[config.mk]
export PLATFORM = sky130hd
export DESIGN_NAME = keypad_entry_ctrl_flat
export DESIGN_NICKNAME = d
export VERILOG_FILES = /design/src/rtl/oled_pkg.sv /design/src/rtl/keypad_entry_ctrl_if.sv /design/src/rtl/keypad_evt_fifo.sv /design/src/rtl/keypad_entry_ctrl.sv /design/src/flat_wrapper.sv
export SDC_FILE = /design/constraint.sdc
export NUM_CORES = 1
export LEC_CHECK = 0
export BUFFER_PORTS_ARGS = -buffer_cell sky130_fd_sc_hd__clkbuf_2
export CAP_MARGIN = 20
export CELL_PAD_IN_SITES_DETAIL_PLACEMENT = 0
export CELL_PAD_IN_SITES_GLOBAL_PLACEMENT = 1
export CORE_UTILIZATION = 46
export CTS_CLUSTER_DIAMETER = 150
export DETAILED_ROUTE_END_ITERATION = 7
export GPL_ROUTABILITY_DRIVEN = 0
export PLACE_DENSITY = 0.85
export SKIP_LAST_GASP = 1
export SYNTH_ARGS = -nofsm -noshare
export SYNTH_HDL_FRONTEND = slang
export SYNTH_HIERARCHICAL = 1
export SYNTH_SLANG_ARGS = --single-unit
[constraint.sdc]
create_clock -name clk -period 3.3 [get_ports clk]
set_input_delay 0 -clock clk [delete_from_list [all_inputs] [get_ports clk]]
set_output_delay 0 -clock clk [all_outputs]
set_load 0.005 [all_outputs]
[src/rtl/oled_pkg.sv]
// Shared keypad/OLED definitions: key code map, entry FSM states and a digit decode helper.
// KEYPAD_ECHO_EN adds the ECHO state to the FSM encoding.
package oled_pkg;

    localparam logic [3:0] KEY_DIGIT_MAX = 4'hC;
    localparam logic [3:0] KEY_CLEAR     = 4'hD;
    localparam logic [3:0] KEY_BKSP      = 4'hE;
    localparam logic [3:0] KEY_ENTER     = 4'hF;

    typedef enum logic [1:0] {
        ST_IDLE  = 2'd0,
        ST_APPLY = 2'd1,
        ST_ISSUE = 2'd2
`ifdef KEYPAD_ECHO_EN
        , ST_ECHO = 2'd3
`endif
    } state_e;

    function automatic logic is_digit(input logic [3:0] code);
        return (code <= KEY_DIGIT_MAX);
    endfunction

endpackage

[src/rtl/keypad_entry_ctrl_if.sv]
// Key event input and completed-entry command port of the keypad entry controller.
interface keypad_entry_ctrl_if #(
    parameter int DIGITS = 4
);
    localparam int CNT_W = $clog2(DIGITS + 1);

    logic [3:0]          key_code;
    logic                key_valid;
    logic                cmd_valid;
    logic                cmd_ready;
    logic [4*DIGITS-1:0] cmd_data;
    logic [CNT_W-1:0]    cmd_len;

    modport master (
        output key_code, key_valid, cmd_ready,
        input  cmd_valid, cmd_data, cmd_len
    );

    modport slave (
        input  key_code, key_valid, cmd_ready,
        output cmd_valid, cmd_data, cmd_len
    );

endinterface

[src/rtl/keypad_evt_fifo.sv]
// Synchronous key-event FIFO with full/empty flags; a push while full is accepted only
// when a pop happens in the same cycle.
module keypad_evt_fifo #(
    parameter int WIDTH = 4,
    parameter int DEPTH = 4
) (
    input  logic             clk,
    input  logic             rst,
    input  logic             push,
    input  logic [WIDTH-1:0] wr_data,
    input  logic             pop,
    output logic [WIDTH-1:0] rd_data,
    output logic             full,
    output logic             empty
);
    localparam int AW = $clog2(DEPTH);

    logic [AW-1:0]    wr_ptr_q, wr_ptr_d;
    logic [AW-1:0]    rd_ptr_q, rd_ptr_d;
    logic [AW:0]      cnt_q, cnt_d;
    logic [WIDTH-1:0] mem_q [DEPTH];
    logic             push_s, pop_s;

    assign full    = (cnt_q == (AW+1)'(DEPTH));
    assign empty   = (cnt_q == '0);
    assign rd_data = mem_q[rd_ptr_q];

    // Pointer and occupancy next-state.
    always_comb begin
        pop_s    = pop & ~empty;
        push_s   = push & (~full | pop_s);
        wr_ptr_d = wr_ptr_q;
        rd_ptr_d = rd_ptr_q;
        cnt_d    = cnt_q;
        if (push_s) begin
            wr_ptr_d = wr_ptr_q + AW'(1);
        end else begin
            wr_ptr_d = wr_ptr_q;
        end
        if (pop_s) begin
            rd_ptr_d = rd_ptr_q + AW'(1);
        end else begin
            rd_ptr_d = rd_ptr_q;
        end
        case ({push_s, pop_s})
            2'b10:   cnt_d = cnt_q + (AW+1)'(1);
            2'b01:   cnt_d = cnt_q - (AW+1)'(1);
            default: cnt_d = cnt_q;
        endcase
    end

    // Pointer, occupancy and storage registers.
    always_ff @(posedge clk or negedge rst) begin
        if (!rst) begin
            wr_ptr_q <= '0;
            rd_ptr_q <= '0;
            cnt_q    <= '0;
            for (int i = 0; i < DEPTH; i++) begin
                mem_q[i] <= '0;
            end
        end else begin
            wr_ptr_q <= wr_ptr_d;
            rd_ptr_q <= rd_ptr_d;
            cnt_q    <= cnt_d;
            if (push_s) begin
                mem_q[wr_ptr_q] <= wr_data;
            end
        end
    end

endmodule

[src/rtl/keypad_entry_ctrl.sv]
// Keypad entry controller: queues key events and edits a hex entry buffer, issuing the
// entry on ENTER. Optional echo port enabled with KEYPAD_ECHO_EN.
module keypad_entry_ctrl
    import oled_pkg::*;
#(
    parameter int DIGITS     = 4,
    parameter int FIFO_DEPTH = 4
) (
    input  logic                         clk,
    input  logic                         rst,
    keypad_entry_ctrl_if.slave           bus,
    output logic [$clog2(DIGITS+1)-1:0]  entry_count,
    output logic                         key_drop,
    output logic                         digit_ovf,
    output logic                         busy
`ifdef KEYPAD_ECHO_EN
    ,
    output logic                         echo_valid,
    input  logic                         echo_ready,
    output logic [3:0]                   echo_char,
    output logic                         echo_del
`endif
);
    localparam int CNT_W = $clog2(DIGITS + 1);
    localparam int BUF_W = 4 * DIGITS;

    state_e             state_q, state_d;
    logic [BUF_W-1:0]   buf_q, buf_d;
    logic [CNT_W-1:0]   cnt_q, cnt_d;
    logic [3:0]         code_q, code_d;
    logic               key_drop_q, key_drop_d;
    logic               digit_ovf_q, digit_ovf_d;
    logic               pop_s;
    logic               fifo_full_s, fifo_empty_s;
    logic [3:0]         fifo_rd_s;
`ifdef KEYPAD_ECHO_EN
    logic [3:0]         echo_char_q, echo_char_d;
    logic               echo_del_q, echo_del_d;
`endif

    keypad_evt_fifo #(
        .WIDTH (4),
        .DEPTH (FIFO_DEPTH)
    ) u_fifo (
        .clk     (clk),
        .rst     (rst),
        .push    (bus.key_valid),
        .wr_data (bus.key_code),
        .pop     (pop_s),
        .rd_data (fifo_rd_s),
        .full    (fifo_full_s),
        .empty   (fifo_empty_s)
    );

    assign bus.cmd_valid = (state_q == ST_ISSUE);
    assign bus.cmd_data  = buf_q;
    assign bus.cmd_len   = cnt_q;
    assign entry_count   = cnt_q;
    assign key_drop      = key_drop_q;
    assign digit_ovf     = digit_ovf_q;
    assign busy          = (state_q != ST_IDLE) | ~fifo_empty_s;
`ifdef KEYPAD_ECHO_EN
    assign echo_valid    = (state_q == ST_ECHO);
    assign echo_char     = echo_char_q;
    assign echo_del      = echo_del_q;
`endif

    // Entry FSM next-state and buffer edit decode.
    always_comb begin
        state_d     = state_q;
        buf_d       = buf_q;
        cnt_d       = cnt_q;
        code_d      = code_q;
        pop_s       = 1'b0;
        digit_ovf_d = 1'b0;
`ifdef KEYPAD_ECHO_EN
        echo_char_d = echo_char_q;
        echo_del_d  = echo_del_q;
`endif
        case (state_q)
            ST_IDLE: begin
                if (!fifo_empty_s) begin
                    pop_s   = 1'b1;
                    code_d  = fifo_rd_s;
                    state_d = ST_APPLY;
                end else begin
                    state_d = ST_IDLE;
                end
            end
            ST_APPLY: begin
                state_d = ST_IDLE;
                if (is_digit(code_q)) begin
                    if (cnt_q < CNT_W'(DIGITS)) begin
                        buf_d = {buf_q[BUF_W-5:0], code_q};
                        cnt_d = cnt_q + CNT_W'(1);
`ifdef KEYPAD_ECHO_EN
                        echo_char_d = code_q;
                        echo_del_d  = 1'b0;
                        state_d     = ST_ECHO;
`endif
                    end else begin
                        digit_ovf_d = 1'b1;
                    end
                end else begin
                    case (code_q)
                        KEY_CLEAR: begin
                            buf_d = '0;
                            cnt_d = '0;
                        end
                        KEY_BKSP: begin
                            if (cnt_q != '0) begin
                                buf_d = {4'h0, buf_q[BUF_W-1:4]};
                                cnt_d = cnt_q - CNT_W'(1);
`ifdef KEYPAD_ECHO_EN
                                echo_char_d = 4'h0;
                                echo_del_d  = 1'b1;
                                state_d     = ST_ECHO;
`endif
                            end else begin
                                cnt_d = cnt_q;
                            end
                        end
                        KEY_ENTER: begin
                            if (cnt_q != '0) begin
                                state_d = ST_ISSUE;
                            end else begin
                                state_d = ST_IDLE;
                            end
                        end
                        default: state_d = ST_IDLE;
                    endcase
                end
            end
`ifdef KEYPAD_ECHO_EN
            ST_ECHO: begin
                if (echo_ready) begin
                    state_d = ST_IDLE;
                end else begin
                    state_d = ST_ECHO;
                end
            end
`endif
            ST_ISSUE: begin
                if (bus.cmd_ready) begin
                    buf_d   = '0;
                    cnt_d   = '0;
                    state_d = ST_IDLE;
                end else begin
                    state_d = ST_ISSUE;
                end
            end
            default: state_d = ST_IDLE;
        endcase
    end

    // A press is lost only when the queue is full and nothing leaves it this cycle.
    always_comb begin
        key_drop_d = bus.key_valid & fifo_full_s & ~pop_s;
    end

    // FSM state, entry buffer and status pulse registers.
    always_ff @(posedge clk or negedge rst) begin
        if (!rst) begin
            state_q     <= ST_IDLE;
            buf_q       <= '0;
            cnt_q       <= '0;
            code_q      <= 4'h0;
            key_drop_q  <= 1'b0;
            digit_ovf_q <= 1'b0;
`ifdef KEYPAD_ECHO_EN
            echo_char_q <= 4'h0;
            echo_del_q  <= 1'b0;
`endif
        end else begin
            state_q     <= state_d;
            buf_q       <= buf_d;
            cnt_q       <= cnt_d;
            code_q      <= code_d;
            key_drop_q  <= key_drop_d;
            digit_ovf_q <= digit_ovf_d;
`ifdef KEYPAD_ECHO_EN
            echo_char_q <= echo_char_d;
            echo_del_q  <= echo_del_d;
`endif
        end
    end

endmodule

[src/flat_wrapper.sv]
// flat-port wrapper written by rule: the top's interface ports become plain ports
module keypad_entry_ctrl_flat import oled_pkg::*;
#(
    parameter int DIGITS     = 4,
    parameter int FIFO_DEPTH = 4
)
  (clk, rst, entry_count, key_drop, digit_ovf, busy, bus_key_code, bus_key_valid, bus_cmd_ready, bus_cmd_valid, bus_cmd_data, bus_cmd_len);
  keypad_entry_ctrl_if #(.DIGITS(DIGITS)) bus_i ();
  input  logic clk;
  input  logic rst;
  output logic [$clog2(DIGITS+1)-1:0] entry_count;
  output logic key_drop;
  output logic digit_ovf;
  output logic busy;
  input wire logic [$bits(bus_i.key_code)-1:0] bus_key_code;
  input wire logic [$bits(bus_i.key_valid)-1:0] bus_key_valid;
  input wire logic [$bits(bus_i.cmd_ready)-1:0] bus_cmd_ready;
  output wire logic [$bits(bus_i.cmd_valid)-1:0] bus_cmd_valid;
  output wire logic [$bits(bus_i.cmd_data)-1:0] bus_cmd_data;
  output wire logic [$bits(bus_i.cmd_len)-1:0] bus_cmd_len;
  assign bus_i.key_code = bus_key_code;
  assign bus_i.key_valid = bus_key_valid;
  assign bus_i.cmd_ready = bus_cmd_ready;
  assign bus_cmd_valid = bus_i.cmd_valid;
  assign bus_cmd_data = bus_i.cmd_data;
  assign bus_cmd_len = bus_i.cmd_len;
  keypad_entry_ctrl #(.DIGITS(DIGITS), .FIFO_DEPTH(FIFO_DEPTH)) u_core (.clk(clk), .rst(rst), .bus(bus_i), .entry_count(entry_count), .key_drop(key_drop), .digit_ovf(digit_ovf), .busy(busy));
endmodule
Yosys cells after proc, flatten, opt, wreduce, memory -nomap -nowiden

Index checks and enable logic that the tools add are counted.

Register bits: 50
Input bits: 8
Output and inout bits: 26
Word-level logic and storage cells: 86

$add $sub $neg: 6
Order comparisons: 5
Equality and inequality tests: 12
Multiplexer cells: 30
Bitwise operators: 11
Reduce and logical (&&, ||, !) cells: 9

Operators with widths:

| cell                                                  | count |
|---|---|
| 2-to-1 mux 16 bit                                     | 4 |
| case mux 16 bit (2 select lines)                      | 2 |
| case mux 3 bit (2 select lines)                       | 3 |
| bitwise mux 16 bit                                    | 1 |
| equality test 4 bit, second input constant            | 3 |
| 2-to-1 mux 3 bit                                      | 4 |
| 2-to-1 mux 4 bit                                      | 3 |
| binary-select mux 4 bit (select 2 bit)                | 1 |
| demux 4 bit (select 2 bit)                            | 1 |
| 2-to-1 mux 2 bit                                      | 4 |
| adder 3 x 1 -> 3 bit, second input constant           | 2 |
| >= comparator 3 bit, second input constant            | 2 |
| 2-to-1 mux 1 bit                                      | 6 |
| inverter 2 -> 3 bit                                   | 2 |
| case mux 2 bit (3 select lines)                       | 1 |
| nonzero test 2 bit                                    | 3 |
| subtractor 3 x 1 -> 3 bit, second input constant      | 2 |
| AND reduction 5 bit                                   | 1 |
| adder 2 x 1 -> 2 bit, second input constant           | 2 |
| AND 1 bit                                             | 4 |
| equality test 2 x 1 -> 1 bit, second input constant   | 2 |
| equality test 2 bit, second input constant            | 2 |
| less-or-equal comparator 4 bit, second input constant | 1 |
| != test 4 x 2 -> 1 bit, second input constant         | 1 |
| other kinds (13)                                      | 16 |

Depth between registers and ports, before layout

Word-level depth: 8
Gate-level depth with buffers: 12
Mapped depth without buffers: 11

By module

The synthesis kept the hierarchy.

Modules (own cells, without submodules):

| module            | instances | cells an instance | area each (um^2) | sequential area each (um^2) |
|---|---|---|---|---|
| keypad_entry_ctrl | 1         | 126               | 1475.2           | 675.6 |
| keypad_evt_fifo   | 1         | 78                | 1116.1           | 575.6 |

Worst setup path after synthesis

OpenSTA, ideal clock, no wires.

Path type: reg2reg
Start: reg u_core.state_q[0]
End: reg u_core.u_fifo.cnt_q[2]
Arrival: 2.385 ns
Setup slack: 0.836 ns
Stages on the path, launching flop included: 13
Clock period less this slack: 2.464 ns
Path through: dfrtp_1 inv_1 ha_1 nor2b_1 clkbuf_1 nor4b_4 nand2b_2 ha_1 inv_1 fa_1 xor2_1 nor2_1 xor2_1

Cells in the longest elaborated chain, start to end: 7
Elaborated cells on any way between the ends: 9
Classes of those cells: 2 x eq/ne; 2 x mux; 3 x bitwise; 2 x reduce/logical

RTL lines:

| item                                                                         | RTL line                 | RTL |
|---|---|---|
| start: declaration                                                           | keypad_entry_ctrl.sv:27  | `state_e state_q, state_d;` |
| start signal: assignment                                                     | keypad_entry_ctrl.sv:175 | `state_q <= state_d;` |
| logical NOT 2 bit *                                                          | keypad_entry_ctrl.sv:80  | `case (state_q)` |
| 2-to-1 mux 1 bit *                                                           | keypad_entry_ctrl.sv:80  |  |
| via u_core.pop_s                                                             | keypad_entry_ctrl.sv:33  | `logic pop_s;` |
| AND 1 bit *                                                                  | keypad_evt_fifo.sv:30    | `pop_s = pop & ~empty;` |
| bitwise OR 1 bit                                                             | keypad_evt_fifo.sv:31    | `push_s = push & (~full \| pop_s);` |
| AND 1 bit                                                                    | keypad_evt_fifo.sv:31    |  |
| equality test 2 x 1 -> 1 bit / equality test 2 bit (equally long branches)   | keypad_evt_fifo.sv:45    | `case ({push_s, pop_s})` |
| case mux 3 bit (2 select lines) / nonzero test 2 bit (equally long branches) | --                       |  |
| end signal: assignment                                                       | keypad_evt_fifo.sv:64    | `cnt_q <= cnt_d;` |
| end: declaration                                                             | keypad_evt_fifo.sv:20    | `logic [AW:0] cnt_q, cnt_d;` |

The timed path passes the listed nets; every way through them passes the cells marked *.
A chain may end at the register's enable or synchronous reset.

Final worst setup path

Start: reg u_core.state_q[1]
End: reg u_core.u_fifo.cnt_q[2]

Cells in the longest elaborated chain, start to end: 7
Elaborated cells on any way between the ends: 9
Classes of those cells: 2 x eq/ne; 2 x mux; 3 x bitwise; 2 x reduce/logical

RTL lines:

| item                                                                         | RTL line                | RTL |
|---|---|---|
| logical NOT 2 bit *                                                          | keypad_entry_ctrl.sv:80 |  |
| 2-to-1 mux 1 bit *                                                           | keypad_entry_ctrl.sv:80 |  |
| AND 1 bit *                                                                  | keypad_evt_fifo.sv:30   |  |
| via u_core.u_fifo.pop_s                                                      | keypad_evt_fifo.sv:22   | `logic push_s, pop_s;` |
| bitwise OR 1 bit                                                             | keypad_evt_fifo.sv:31   |  |
| AND 1 bit                                                                    | keypad_evt_fifo.sv:31   |  |
| equality test 2 x 1 -> 1 bit / equality test 2 bit (equally long branches)   | keypad_evt_fifo.sv:45   |  |
| case mux 3 bit (2 select lines) / nonzero test 2 bit (equally long branches) | --                      |  |

Marked as above.

==> run metrics <==
status complete, but fails checks; failing checks negative hold slack; clock-pin transition on the worst setup and hold timing paths approximately 0.09 ns; leakage power 1.42 nW; WL final roughly 4700 um; clock sink count 50; max cap viols 0; total track usage 17.9%; crit path time final between 2 and 3 ns; post-synth top area share 48.3%; post-detail-place hpwl 3300 um; top-count cell post-synth dfrtp_1; met3 GRT Util 3.81%; clock latency on the worst-skew pair 0.30 ns; non-filler cells, final between 300 and 400; CTS tree done; Seq/Total Area, Yosys 48.3%; full die area 5940 sq um; DRT Pass-1 Iters 4; fmax 375 MHz; Initial DRC Count 55; Syn Area/Cell 12.7 sq um; DRC 0; crit path capture u_core/u_fifo/cnt_q[2]; DIE HEIGHT 77.1 um; total CTS buffers 5; Setup crit start u_core/state_q[1]; CTS H-tree lvls 2; Commonest cells post-synth 50 x dfrtp_1, 29 x mux2_2, 17 x inv_1; mean routed wirelength per cell 14.9 um; Post-Syn Instances approximately 200; final setup TNS 0 ns; Synth area leaders dfrtp_1 48%, mux2_2 13%, ha_1 5.8%, mux4_2 3.5%, a22o_1 3.4%; Finish-stage setup viols 0; worst reg2reg startpoint u_core/state_q[1]; M2 GR Usage about 29%; io pins 34; Starting Density between 40% and 50%; endpoints failing hold 1; Slew Limit Fails 0; Worst R2R Path Depth 10; unrepaired setup endpoints after global routing no; Row Count 26; CP Data Required Time 3.53 ns; Core Box Area ~5300 sq um; post-DR vias/cell 5.21; largest net degree at the start of global routing 31; final hold slack -0.00246 ns; Worst VDD drop 424 uV; Die W 77.1 um; Period Utilization, post-route 80.7%; clock buffer depth 2; clock root buffer clkbuf_8; crit-path max FO 9; vias in the first global route 1669; dominant synthesized flop cell dfrtp_1; Cell Pwr Density 1040 nW/um^2; Syn Nets 225; arrival time at the worst endpoint 2.89 ns; GRT Residual Overflow 0; GRT Max-Usage Layer met2; Post-synth EDFFs 0; antenna cell count 0; Filler cells approximately 470; via count 1641; cell taking the most area after synthesis dfrtp_1; IO Port Bufs 33; crit end category flop; NumNets Final 265; asr flop ratio synth 100%; grt met1 use about a quarter; Setup CP Type reg2reg; r2r endpoint u_core/u_fifo/cnt_q[2]; Synth Register Bits 50; Setup Skew roughly 0.0072 ns; layout cells sized above 1 between 30% and 40%; worst min path class in2reg; cell area after synthesis 2590 sq um; post_cts resized 0; antenna-violating nets left 0; Inst Count DP approximately 300; initial antenna violation count 0; r2r setup slk 0.64 ns; area grow syn2layout 14.0%; Slew HR around half; Syn. warnings 6; Unique masters post-synth ~40; Slew @ Worst Pin 0.749 ns; startpoint types flop; first-pass GRT wire length a little over 8000 um
==> flip-flops by register name (all words and copies together) (netlist names) <==
| signal | flops |
|---|---|
| u_core/u_fifo/wr_ptr_q | 2 |
| u_core/digit_ovf | 1 |
| u_core/state_q | 2 |
| u_core/u_fifo/mem_q | 16 |
| u_core/key_drop | 1 |
| u_core/bus.cmd_data | 16 |
| u_core/bus.cmd_len | 3 |
| u_core/code_q | 4 |
| u_core/u_fifo/rd_ptr_q | 2 |
| u_core/u_fifo/cnt_q | 3 |
==> what timing repair did <==
item / in CTS / in global routing
setup buffers: 0 / 0
hold buffers: 6 / 0
hold endpoints to repair: 45 / 0
==> worst min path at each step <==
stage | endpoint | cells after the start | slack [ns] | startpoint
floorplan | u_core/bus.cmd_data[0] | 0 | -0.30 | rst
global placement | u_core/digit_ovf | 1 | 0.12 | rst
detailed placement | u_core/state_q[0] | 1 | 0.11 | rst
CTS | u_core/key_drop | 3 | 0.002 | bus_key_valid
global route | u_core/key_drop | 3 | 0.02 | bus_key_valid
finish | u_core/key_drop | 3 | -0.002 | bus_key_valid
==> layout make-up <==
class | count | area, sq um | area share, %
Clock inverter | 3 | 40.0 | 1.36
Multi-Input combinational cell | 128 | 1190 | 40.4
Inverter | 17 | 63.8 | 2.16
Tap cell | 70 | 87.6 | 2.96
Timing Repair Buffer | 42 | 248 | 8.39
Sequential cell | 50 | 1250 | 42.4
Clock buffer | 5 | 68.8 | 2.33
==> power breakdown <==
group          total [mW]  switching (mW)  internal, mW
Sequential           1.21           0.291         0.917
Clock               0.425           0.202         0.223
Combinational        1.44           0.622         0.819
==> metal layers <==
metal	share of wire, %	routed length (um)
met2	46	2160
met3	3.1	145
met1	49	2320
met5	0	0
met4	1.3	62
==> per-stage QoR <==
stage	utilization (%)	instance area [sq um]	worst slack [ns]	power, mW
after global routing	56.1	2950	0.424	3.33
after floorplan	-	2590	0.836	2.35
after detailed placement	52.8	2790	0.650	2.66
after CTS	56.1	2950	0.609	3.10
after global placement	52.8	2790	0.740	2.61
final	56.1	2950	0.636	3.07
==> critical path, cell delays in order (launching register included) <==
cell	delay [ns]
dfrtp_1	0.41
inv_1	0.09
ha_1	0.16
nor2b_1	0.61
o31a_1	0.30
ha_1	0.19
inv_1	0.06
fa_1	0.37
xor2_1	0.15
nor2_1	0.11
xor2_1	0.14
==> placed cells by master, fill, tap and decap left out, types with 2 or more instances in the layout <==
| cell type | synthesis | layout |
|---|---|---|
| xnor2_1 | 3 | 3 |
| dfrtp_1 | 50 | 50 |
| clkbuf_8 | 0 | 5 |
| clkbuf_2 | 0 | 33 |
| mux2_4 | 4 | 4 |
| nand2_1 | 16 | 16 |
| a22o_1 | 10 | 10 |
| a21oi_1 | 4 | 4 |
| o21ai_0 | 2 | 2 |
| nand2b_1 | 2 | 2 |
| inv_1 | 17 | 17 |
| clkinv_2 | 0 | 2 |
| buf_4 | 4 | 3 |
| nand3_1 | 2 | 2 |
| nor3_1 | 2 | 2 |
| mux2i_1 | 6 | 6 |
| mux2_2 | 29 | 29 |
| nand4_1 | 2 | 2 |
| mux4_2 | 4 | 4 |
| ha_1 | 12 | 12 |
| nor2_1 | 7 | 7 |
| xor2_1 | 4 | 4 |
| nor2b_1 | 2 | 2 |
| dlygate4sd3_1 | 0 | 6 |
==> cell families after synthesis <==
group / after synthesis / share of synthesized area, %
DFF: 50 / 48.3
buffers and inverters: 26 / 5.60
muxes: 43 / 20.7
xor gates and xnor gates: 7 / 2.37
and+or+nand+nor: 42 / 9.32
adders and majority gates: 13 / 6.57
AOI/OAI and AO/OA: 23 / 7.15
(Power assumes the default switching activity.)
